## src/rtl/adc_sample_conditioner_if.sv

```systemverilog
// rtl/adc_sample_conditioner_if.sv - sample, calibration and status signals of the ADC sample conditioner
interface adc_sample_conditioner_if #(
    parameter int WIDTH = 12
);
    logic signed [WIDTH-1:0] din;
    logic                    sample_stb;
    logic                    cal_start;
    logic signed [WIDTH-1:0] dout;
    logic                    dout_valid;
    logic signed [WIDTH-1:0] offset;
    logic                    cal_busy;
    logic                    cal_done;
    logic                    ovf;

    modport master (
        output din, sample_stb, cal_start,
        input  dout, dout_valid, offset, cal_busy, cal_done, ovf
    );

    modport slave (
        input  din, sample_stb, cal_start,
        output dout, dout_valid, offset, cal_busy, cal_done, ovf
    );
endinterface

```

## src/rtl/adc_sample_conditioner.sv

```systemverilog
// rtl/adc_sample_conditioner.sv - ADC sample capture, DC offset calibration and saturation
// Optional first-order low-pass after saturation is enabled by defining ADC_IIR_EN.
module adc_sample_conditioner #(
    parameter int WIDTH    = 12,
    parameter int CAL_LOG2 = 4
`ifdef ADC_IIR_EN
    ,
    parameter int IIR_SHIFT = 3
`endif
) (
    input logic                     clk,
    input logic                     rst,
    adc_sample_conditioner_if.slave bus
);
    typedef enum logic [1:0] {IDLE, CAL, DIV, RUN} state_t;

    localparam int ACC_W = WIDTH + CAL_LOG2;
    localparam logic signed [WIDTH-1:0] SAT_MAX = {1'b0, {(WIDTH-1){1'b1}}};
    localparam logic signed [WIDTH-1:0] SAT_MIN = {1'b1, {(WIDTH-1){1'b0}}};
    localparam logic [CAL_LOG2-1:0] CNT_ONE = CAL_LOG2'(1);

    state_t                  state, state_next;
    logic                    cond_state, start_cal;
    logic signed [WIDTH-1:0] x_r, offset_r, dout_r, sat;
    logic                    cond_v, dout_valid_r, cal_done_r, ovf_r, clip;
    logic signed [ACC_W-1:0] acc;
    logic [CAL_LOG2-1:0]     cnt;
    logic signed [WIDTH:0]   diff;

    always_ff @(posedge clk) begin
        if (rst) state <= IDLE;
        else     state <= state_next;
    end

    always_comb begin
        state_next = state;
        cond_state = 1'b0;
        start_cal  = 1'b0;
        case (state)
            IDLE, RUN: begin
                cond_state = 1'b1;
                if (bus.cal_start) begin
                    start_cal  = 1'b1;
                    state_next = CAL;
                end
            end
            CAL:     if (bus.sample_stb && (&cnt)) state_next = DIV;
            DIV:     state_next = RUN;
            default: state_next = IDLE;
        endcase
    end

    always_comb begin
        diff = {x_r[WIDTH-1], x_r} - {offset_r[WIDTH-1], offset_r};
        clip = (diff[WIDTH] != diff[WIDTH-1]);
        sat  = clip ? (diff[WIDTH] ? SAT_MIN : SAT_MAX) : diff[WIDTH-1:0];
    end

    // cond_v tags a capture made in IDLE/RUN so it still completes after a later cal_start
    always_ff @(posedge clk) begin
        if (rst) begin
            x_r        <= '0;
            cond_v     <= 1'b0;
            acc        <= '0;
            cnt        <= '0;
            offset_r   <= '0;
            cal_done_r <= 1'b0;
            ovf_r      <= 1'b0;
        end else begin
            cond_v <= bus.sample_stb && cond_state;
            if (bus.sample_stb) x_r <= bus.din;
            if (start_cal) begin
                acc <= '0;
                cnt <= '0;
            end else if (state == CAL && bus.sample_stb) begin
                acc <= acc + {{CAL_LOG2{bus.din[WIDTH-1]}}, bus.din};
                cnt <= cnt + CNT_ONE;
            end
            if (state == DIV) begin
                offset_r   <= acc[ACC_W-1:CAL_LOG2];
                cal_done_r <= 1'b1;
            end
            if (start_cal)          ovf_r <= 1'b0;
            else if (cond_v && clip) ovf_r <= 1'b1;
        end
    end

`ifdef ADC_IIR_EN
    logic signed [WIDTH-1:0] sat_r, y, y_next;
    logic signed [WIDTH:0]   iir_d;
    logic                    sat_v;

    always_comb begin
        iir_d  = $signed({sat_r[WIDTH-1], sat_r}) - $signed({y[WIDTH-1], y});
        y_next = WIDTH'($signed({y[WIDTH-1], y}) + (iir_d >>> IIR_SHIFT));
    end

    always_ff @(posedge clk) begin
        if (rst) begin
            sat_r        <= '0;
            sat_v        <= 1'b0;
            y            <= '0;
            dout_r       <= '0;
            dout_valid_r <= 1'b0;
        end else begin
            sat_v        <= cond_v;
            dout_valid_r <= sat_v;
            if (cond_v) sat_r <= sat;
            if (start_cal)  y <= '0;
            else if (sat_v) y <= y_next;
            if (sat_v) dout_r <= y_next;
        end
    end
`else
    always_ff @(posedge clk) begin
        if (rst) begin
            dout_r       <= '0;
            dout_valid_r <= 1'b0;
        end else begin
            dout_valid_r <= cond_v;
            if (cond_v) dout_r <= sat;
        end
    end
`endif

    assign bus.dout       = dout_r;
    assign bus.dout_valid = dout_valid_r;
    assign bus.offset     = offset_r;
    assign bus.cal_busy   = (state == CAL) || (state == DIV);
    assign bus.cal_done   = cal_done_r;
    assign bus.ovf        = ovf_r;
endmodule

```

## src/flat_wrapper.sv

```systemverilog
// flat-port wrapper written by rule: the top's interface ports become plain ports
module adc_sample_conditioner_flat 
#(
    parameter int WIDTH    = 12,
    parameter int CAL_LOG2 = 4

)
  (clk, rst, bus_din, bus_sample_stb, bus_cal_start, bus_dout, bus_dout_valid, bus_offset, bus_cal_busy, bus_cal_done, bus_ovf);
  adc_sample_conditioner_if #(.WIDTH(WIDTH)) bus_i ();
  input logic clk;
  input logic rst;
  input wire logic [$bits(bus_i.din)-1:0] bus_din;
  input wire logic [$bits(bus_i.sample_stb)-1:0] bus_sample_stb;
  input wire logic [$bits(bus_i.cal_start)-1:0] bus_cal_start;
  output wire logic [$bits(bus_i.dout)-1:0] bus_dout;
  output wire logic [$bits(bus_i.dout_valid)-1:0] bus_dout_valid;
  output wire logic [$bits(bus_i.offset)-1:0] bus_offset;
  output wire logic [$bits(bus_i.cal_busy)-1:0] bus_cal_busy;
  output wire logic [$bits(bus_i.cal_done)-1:0] bus_cal_done;
  output wire logic [$bits(bus_i.ovf)-1:0] bus_ovf;
  assign bus_i.din = bus_din;
  assign bus_i.sample_stb = bus_sample_stb;
  assign bus_i.cal_start = bus_cal_start;
  assign bus_dout = bus_i.dout;
  assign bus_dout_valid = bus_i.dout_valid;
  assign bus_offset = bus_i.offset;
  assign bus_cal_busy = bus_i.cal_busy;
  assign bus_cal_done = bus_i.cal_done;
  assign bus_ovf = bus_i.ovf;
  adc_sample_conditioner #(.WIDTH(WIDTH), .CAL_LOG2(CAL_LOG2)) u_core (.clk(clk), .rst(rst), .bus(bus_i));
endmodule
```

## config.mk

```make
export PLATFORM = sky130hd
export DESIGN_NAME = adc_sample_conditioner_flat
export DESIGN_NICKNAME = d
export VERILOG_FILES = /design/src/rtl/adc_sample_conditioner_if.sv /design/src/rtl/adc_sample_conditioner.sv /design/src/flat_wrapper.sv
export SDC_FILE = /design/constraint.sdc
export NUM_CORES = 1
export LEC_CHECK = 0
export CAP_MARGIN = 20
export CORE_ASPECT_RATIO = 1.75
export CORE_UTILIZATION = 60
export CTS_CLUSTER_SIZE = 8
export DETAILED_ROUTE_END_ITERATION = 16
export GPL_TIMING_DRIVEN = 1
export PLACE_DENSITY = 0.93
export SLEW_MARGIN = 20
export SYNTH_ARGS = -nofsm -noshare
export SYNTH_HDL_FRONTEND = slang
export SYNTH_SLANG_ARGS = --single-unit
```

## constraint.sdc

```tcl
create_clock -name clk -period 3.9 [get_ports clk]
set_input_delay 0.585 -clock clk [delete_from_list [all_inputs] [get_ports clk]]
set_output_delay 0.585 -clock clk [all_outputs]
set_load 0.03 [all_outputs]
```

== Word-level counts from Yosys, hierarchy flattened ==
Cells that the tools add are included.
Operators by class
  $add $sub $neg: 3
  equal/unequal tests: 6
  multiplexer cells: 8
  reductions and logical operators: 10
Operators by type and width (number)
  $mux W12: 2
  $add A16 B16 Y16: 1
  $sub A12 B12 Y13: 1
  $pmux W2 S3: 1
  $add A4 B1 Y4 const B: 1
  $eq A2 B2 Y1 const B: 2
  $logic_and A1 B1 Y1: 4
  $mux W2: 2
  $reduce_and A4 Y1: 1
  $reduce_or A2 Y1: 2
  $mux W1: 3
  $eq A2 B1 Y1 const B: 1
  $logic_not A2 Y1: 1
  $ne A2 B1 Y1 const B: 1
  $ne A2 B2 Y1 const B: 1
  $reduce_and A2 Y1: 1
  $logic_or A1 B1 Y1: 1
  $ne A1 B1 Y1: 1
Word-level totals
  flip-flop bits (word level): 62
  bits of input ports: 16
  output and inout bits: 28
  word-level logic and storage cells: 37

== Longest topological paths before layout ==
Gate-level depths: netlist of the first run.
  word-level depth: 4
  gate-level depth with buffers: 12
  mapped depth without buffers: 11

== Worst setup path before layout of the first run ==
No wires, ideal clock.
  kind: flip-flop to flip-flop
  start point: register u_core.offset_r[0] (netlist: u_core.bus.offset[0])
  end point: register u_core.dout_r[10] (netlist: u_core.bus.dout[10])
  setup time: 0.079 ns
  arrival time: 2.489 ns
  data required time: 3.821 ns
  slack: 1.331 ns
  cell stages (with the launch flop): 11
  buffers on the path: 0
  period minus slack after synthesis: 2.569 ns
  cells stage by stage: dfxtp_1 ha_1 inv_1 fa_1 a211oi_1 nor2_1 o31ai_2 o21ai_0 xnor2_1 maj3_2 a211oi_2
Between the ends
  cells in the longest elaborated chain, start to end: 3
  elaborated cells between the ends (all ways): 4
  classes of those cells: 1 x add/sub; 1 x eq/ne; 2 x mux
RTL lines
  start, declared: RTL line adc_sample_conditioner.sv:24  | logic signed [WIDTH-1:0] x_r, offset_r, dout_r, sat;
  start signal, assigned: RTL line adc_sample_conditioner.sv:80  | offset_r <= acc[ACC_W-1:CAL_LOG2];
  $sub A12 B12 Y13 *: RTL line adc_sample_conditioner.sv:54  | diff = {x_r[WIDTH-1], x_r} - {offset_r[WIDTH-1], offset_r};
  $mux W12 / $ne A1 B1 Y1 (equally long branches): RTL line adc_sample_conditioner.sv:56, adc_sample_conditioner.sv:55
  $mux W12 *: RTL line adc_sample_conditioner.sv:56  | sat = clip ? (diff[WIDTH] ? SAT_MIN : SAT_MAX) : diff[WIDTH-1:0];
  end signal, assigned: RTL line adc_sample_conditioner.sv:121  | if (cond_v) dout_r <= sat;
  end, declared: RTL line adc_sample_conditioner.sv:24
Mark *: on every way between the ends. The rest lies on a longest branch, timed or not.
A chain may end at the register's enable or synchronous reset.

== Worst setup path in the final report of the first run ==
  start point: input bus_din[0]
  end point: register u_core.acc[14]
Between the ends
  cells in the longest elaborated chain, start to end: 1
RTL lines
  start, declared: RTL line flat_wrapper.sv:12  | input wire logic [$bits(bus_i.din)-1:0] bus_din;
  $add A16 B16 Y16: RTL line adc_sample_conditioner.sv:76  | acc <= acc + {{CAL_LOG2{bus.din[WIDTH-1]}}, bus.din};
  end signal, assigned: RTL line adc_sample_conditioner.sv:76
  end, declared: RTL line adc_sample_conditioner.sv:26  | logic signed [ACC_W-1:0] acc;
No other way between the ends.

==> flow_summary.json, run 1 <==
{
  "wire_per_inst_um": 15.8,
  "synth_nets": 465,
  "core_area_sq_um": 5880,
  "hp-class": "register to register",
  "power.density_nw_per_um2": 495,
  "crit_type": "input port to register",
  "dp_slack_ns": 0.756,
  "clock.fmax_mhz": 359,
  "status": "finished, final reports clean",
  "fin_nets": 504,
  "cts_tree": "built",
  "portBuffers": 43,
  "hold_depth": 2,
  "diodes": 0,
  "grt_start_max_net_pins": 44,
  "antenna_found_initial": 0,
  "finalPower_mw": 2.13,
  "hp-start": "u_core.acc[0]",
  "clk_pin_slew_ns": 0.07,
  "routed_wl_um": 8510,
  "final_hold_viol_count": 0,
  "slew_violations": 0,
  "fin_skew_ns": 0.00783,
  "setup-tns-final_ns": 0,
  "slew_headroom_pct": 34.9,
  "first_pass_iters": 4,
  "floorplan.initialDensity_pct": 62.6,
  "syn_area_sq_um": 3680,
  "worst_pin_slew_ns": 0.975,
  "layout_common_cells": "63 x nor2_1, 62 x dfxtp_1, 42 x clkdlybuf4s50_1",
  "die_area_sq_um": 6470,
  "finalCriticalPeriod_ns": 2.78,
  "finalCritPeriodShare_pct": 71.4,
  "crit_path_end_kind": "register",
  "min_delay_worst_endpoint": "u_core.acc[0]",
  "maxCapViolations": 0,
  "overflow": 0,
  "synth_area_per_cell_sq_um": 8.83,
  "gp_congestion": 0.914,
  "synth_edf_count": 0,
  "clock_latency_ns": 0.35,
  "holdWs_ns": 0.464,
  "timing.rr.start": "u_core.bus.offset[8]",
  "irDropWorstVdd_uv": 329,
  "groute.usage.overall_pct": 29.3,
  "p_leak_nw": 1.69,
  "cts_buffers": 9,
  "cts.htree.levels": 3,
  "die_h_um": 106,
  "async_flop_share_pct": 0,
  "postRouteAntennaNets": 0,
  "grt_pass1_wl_um": 14000,
  "crit_fanout": 4,
  "r2r_cells": 9,
  "placedCellCount": 523,
  "setup_viol": 0,
  "syn2layout_area_growth_pct": 17.0,
  "clk_path_buf_depth": 2,
  "vias": 3234,
  "cp-start-kind": "input port",
  "synth_ff_type": "dfxtp_1",
  "dp_hpwl_um": 6350,
  "fillers": 400,
  "clock_sinks": 62,
  "ff2ff_setup_slack_ns": 1.15,
  "root_buffer": "clkbuf_8",
  "fp.dieW_um": 61.2,
  "yosys_warnings": 0,
  "ios": 44,
  "rr_endpoint": "u_core.bus.dout[6]",
  "postCtsSetupBuffers": 0,
  "rows": 37,
  "synth_seq_cells": 62,
  "postCtsResizedCells": 0,
  "synthCells": 417,
  "rsz0062_at_grt": "no",
  "drc_errors": 0,
  "arrival_ns": 3.01,
  "ys_seq_area_share_pct": 33.7,
  "drive_above_1_share_pct": 10.5,
  "cts-hold-fix-buffers": 0,
  "fin_ws_ns": 1.12,
  "yosys.cell_types.count": 54,
  "cp.required_ns": 4.13,
  "fin_cells": 537,
  "drt_iter0_drc": 130,
  "grt_pass1_vias": 3180,
  "viasPerCell": 6.02,
  "layout_commonest_cell": "nor2_1"
}
==> state kept, by name, summed over array words and instances (netlist names) <==
register and flops:
u_core.bus.ovf 1, u_core.x_r 12, u_core.bus.dout_valid 1, u_core.state 2, u_core.acc 16, u_core.bus.cal_done 1, u_core.bus.dout 12, u_core.cond_v 1
u_core.cnt 4, u_core.bus.offset 12
==> cell families (layout without fill, tap and decap cells) <==
kind of cell / count (synthesis) / after routing / share of synthesized area, %
compound gates: 98 / 98 / 19.3
flops: 62 / 62 / 33.7
buf+inv: 39 / 81 / 4.38
xor+xnor: 23 / 23 / 5.47
mux: 26 / 26 / 7.07
simple gates: 127 / 127 / 15.7
fa+ha+maj: 42 / 42 / 14.3
==> where the power goes <==
part | internal, mW | switching, mW | total, mW
Combinational | 0.371 | 0.499 | 0.870
Sequential | 0.713 | 0.0712 | 0.784
Clock | 0.239 | 0.238 | 0.477
==> metrics by stage <==
step	util (%)	cell area, sq um
6_report	73.3	4310
5_1_grt	73.3	4310
4_1_cts	73.3	4310
3_5_place_dp	70.6	4150
3_3_place_gp	70.6	4150
2_1_floorplan	-	3680
==> worst max-delay path by stage <==
| stage | from | end | slack (ns) |
|---|---|---|---|
| final | bus_din[0] | u_core.acc[14] | 1.12 |
| after global routing | bus_din[0] | u_core.acc[14] | 0.89 |
| after CTS | bus_din[0] | u_core.acc[14] | 1.13 |
| after detailed placement | bus_din[0] | u_core.acc[14] | 0.76 |
| after global placement | bus_din[0] | u_core.acc[14] | 0.81 |
| after floorplan | u_core.bus.offset[0] | u_core.bus.dout[10] | 1.33 |
==> cells in the mapped netlist, types with 3 or more instances <==
library cell,instances,area share [%]
o21ai_0,16,2.2
mux2i_1,26,7.1
nand3_1,11,1.5
dfxtp_1,62,34
buf_1,3,0.31
o211ai_1,3,0.61
nor2_1,63,6.4
a211oi_2,10,3.4
o21a_1,9,1.8
xnor2_1,10,2.4
nor2b_1,4,0.68
nor3_1,4,0.54
ha_1,30,10
a21oi_1,24,3.3
nand2_1,25,2.5
xor2_1,13,3.1
o21ai_1,4,0.54
clkbuf_1,15,1.5
a21o_1,8,1.6
a211oi_1,5,1.0
maj3_2,10,3.1
inv_1,19,1.9
==> routing by layer <==
metal	share of wire, %	GRT usage (%)	vias to the layer above
li1	-	-	1547
met2	54	49.6	100
met1	39	31.3	1559
met3	3.5	7.12	28
met5	0	0	-
met4	3.7	17.2	0
==> layout make-up <==
class / instances / area (sq um) / share of cell area [%]
clock buffer: 12 / 145 / 3.37
clock inverter: 2 / 10.0 / 0.232
inverter: 19 / 71.3 / 1.66
multi-input combinational: 316 / 2280 / 52.9
sequential: 62 / 1240 / 28.8
tap: 78 / 97.6 / 2.27
timing repair buffer: 48 / 463 / 10.7
==> critical path: stages <==
cell and delay, ns:
clkdlybuf4s50_1 0.43, ha_1 0.25, fa_1 0.41, a21o_1 0.18, a21o_1 0.21, a21oi_1 0.27
o211ai_1 0.16, a41oi_1 0.27, xor2_1 0.16, o21ai_0 0.08
No activity file was read; power rests on OpenSTA's default activity.
==> inputs of run 2 (changes only) <==
--- a/config.mk
+++ b/config.mk
@@ -7,11 +7,11 @@
 export LEC_CHECK = 0
 export CAP_MARGIN = 20
 export CORE_ASPECT_RATIO = 1.75
-export CORE_UTILIZATION = 60
+export CORE_UTILIZATION = 51
 export CTS_CLUSTER_SIZE = 8
 export DETAILED_ROUTE_END_ITERATION = 16
 export GPL_TIMING_DRIVEN = 1
-export PLACE_DENSITY = 0.93
+export PLACE_DENSITY = 0.85
 export SLEW_MARGIN = 20
 export SYNTH_ARGS = -nofsm -noshare
 export SYNTH_HDL_FRONTEND = slang
==> constraint.sdc (replaced) <==
create_clock -name clk -period 2.54 [get_ports clk]
set_input_delay 0.381 -clock clk [delete_from_list [all_inputs] [get_ports clk]]
set_output_delay 0.381 -clock clk [all_outputs]
set_load 0.03 [all_outputs]
==> flow_summary.json, run 2 (synthesis gave the netlist of run 1 again) <==
{
  "drt_iter0_drc": 152,
  "overflow": 0,
  "routed_wl_um": 9160,
  "regMostFlops": "u_core.acc",
  "grt_pass1_wl_um": 14500,
  "setup_viol": 0,
  "finalInstanceArea_sq_um": 4850,
  "cts.htree.levels": 3,
  "fp.dieW_um": 66.2,
  "wl_met2_um": 5040,
  "largest_register_ffs": 16,
  "fillers": 493,
  "clock_latency_ns": 0.33,
  "final_hold_viol_count": 0,
  "fin_skew_ns": 0.00343,
  "holdWs_ns": 0.450,
  "arrival_ns": 2.65,
  "slew_violations": 0,
  "fin_nets": 533,
  "top_layer": "met4",
  "ios": 44,
  "cts_tree": "built",
  "floorplan.initialDensity_pct": 53.3,
  "dpl-instance-area_sq_um": 4370,
  "crit_path_end_kind": "register",
  "irDropWorstVdd_uv": 422,
  "vias": 3280,
  "gp_congestion": 0.902,
  "viasPerCell": 5.71,
  "groute.usage.overall_pct": 25.1,
  "setup-tns-final_ns": 0,
  "cp-start-kind": "register",
  "die_h_um": 114,
  "layout_commonest_cell": "nor2_1",
  "wire_per_inst_um": 16.0,
  "cts-hold-fix-buffers": 0,
  "maxCapViolations": 0,
  "portBuffers": 43,
  "crit_fanout": 6,
  "cp.required_ns": 2.72,
  "slew_headroom_pct": 41.8,
  "cts_buffers": 9,
  "postRouteAntennaNets": 0,
  "wl_met3_um": 206,
  "p_leak_nw": 1.95,
  "finalCriticalPeriod_ns": 2.47,
  "clk_pin_slew_ns": 0.05,
  "grt_pass1_vias": 3245,
  "hp-class": "register to register",
  "crit_type": "register to register",
  "dp_hpwl_um": 6550,
  "finalCritPeriodShare_pct": 97.4,
  "clock.fmax_mhz": 404,
  "rows": 40,
  "first_pass_iters": 4,
  "layout_common_cells": "62 x nor2_1, 60 x dfxtp_1, 42 x clkdlybuf4s50_1",
  "drive_above_1_share_pct": 19.2,
  "drc_errors": 0,
  "clock_sinks": 62,
  "root_buffer": "clkbuf_16",
  "syn2layout_area_growth_pct": 31.7,
  "core_area_sq_um": 6910,
  "diodes": 0,
  "die_area_sq_um": 7580,
  "antenna_found_initial": 0,
  "grt_start_max_net_pins": 28,
  "drt-met1-wl_um": 3640,
  "status": "finished, final reports clean",
  "clk_path_buf_depth": 2,
  "power.density_nw_per_um2": 837,
  "worst_pin_slew_ns": 0.871
}
==> run 2: cell count changes in the layout (fill, tap and decap cells not counted), sizes merged <==
cell / before / now
clkinv: 2 / 1
buf: 6 / 34
clkbuf: 12 / 14
bufinv: 0 / 2
==> run 2: per-layer routing <==
| metal | vias up | GRT usage, % |
|---|---|---|
| met4 | 0 | 11.5 |
| li1 | 1615 | - |
| met2 | 61 | 46.5 |
| met1 | 1580 | 26.5 |
| met3 | 24 | 4.58 |
| met5 | - | 0 |
==> run 2: per-stage QoR <==
stage / power (mW) / cells / util, % / setup slack [ns]
6_report: 4.06 / 574 / 70.2 / 0.0653
5_1_grt: 4.26 / 574 / 70.2 / -0.0290
4_1_cts: 4.01 / 572 / 68.5 / 0.00373
3_5_place_dp: 2.61 / 555 / 63.3 / -0.368
3_3_place_gp: 2.56 / 555 / 63.3 / -0.314
2_1_floorplan: 2.19 / 417 / - / 0.0372
==> run 2: cell type report <==
cell class / instances / area, sq um / share of cell area [%]
Tap cell: 84 / 105 / 2.17
Multi-Input combinational cell: 316 / 2380 / 49.1
Clock buffer: 13 / 270 / 5.57
Inverter: 19 / 71.3 / 1.47
Sequential cell: 62 / 1240 / 25.6
Timing Repair Buffer: 77 / 714 / 14.7
Clock inverter: 3 / 65.1 / 1.34
==> run 2: repair_timing <==
action	CTS	global route
buffers inserted	1	1
gates cloned	0	1
pin swaps	1	7
gates resized for setup	3	20
endpoints found under the setup margin	2	18
==> run 2: path summary, 6_finish.rpt <==
check	start	to	slack, ns	depth (start not counted)
worst min register to register	u_core.bus.ovf	u_core.bus.ovf	0.45	2
worst max register to register	u_core.bus.offset[0]	u_core.bus.dout[1]	0.07	12
worst max-delay path	u_core.bus.offset[0]	u_core.bus.dout[1]	0.07	12
worst min-delay path	u_core.bus.ovf	u_core.bus.ovf	0.45	2
==> run 2: critical path: stages, from the launching register on <==
cell and delay (ns):
dfxtp_2 0.37, ha_4 0.15, inv_2 0.05, fa_2 0.40, a211oi_2 0.25, nor2_2 0.08, o31ai_4 0.25, buf_6 0.15
o21ai_4 0.06, o21ai_4 0.12, clkbuf_16 0.20, maj3_2 0.18, a211oi_2 0.06
==> run 2: power breakdown <==
part	switching, mW	leakage (nW)	internal [mW]
sequential	0.108	0.506	1.10
clock	0.423	0.166	0.937
combinational	0.829	1.27	0.668
total	1.36	1.95	2.70
==> inputs of run 3 (changes only) <==
--- a/config.mk
+++ b/config.mk
@@ -7,6 +7,7 @@
 export LEC_CHECK = 0
 export CAP_MARGIN = 20
 export CORE_ASPECT_RATIO = 1.75
+export CORE_MARGIN = 1
 export CORE_UTILIZATION = 51
 export CTS_CLUSTER_SIZE = 8
 export DETAILED_ROUTE_END_ITERATION = 16
==> results of run 3 <==
Final layout, timing and power as in run 2 (identical DEF).
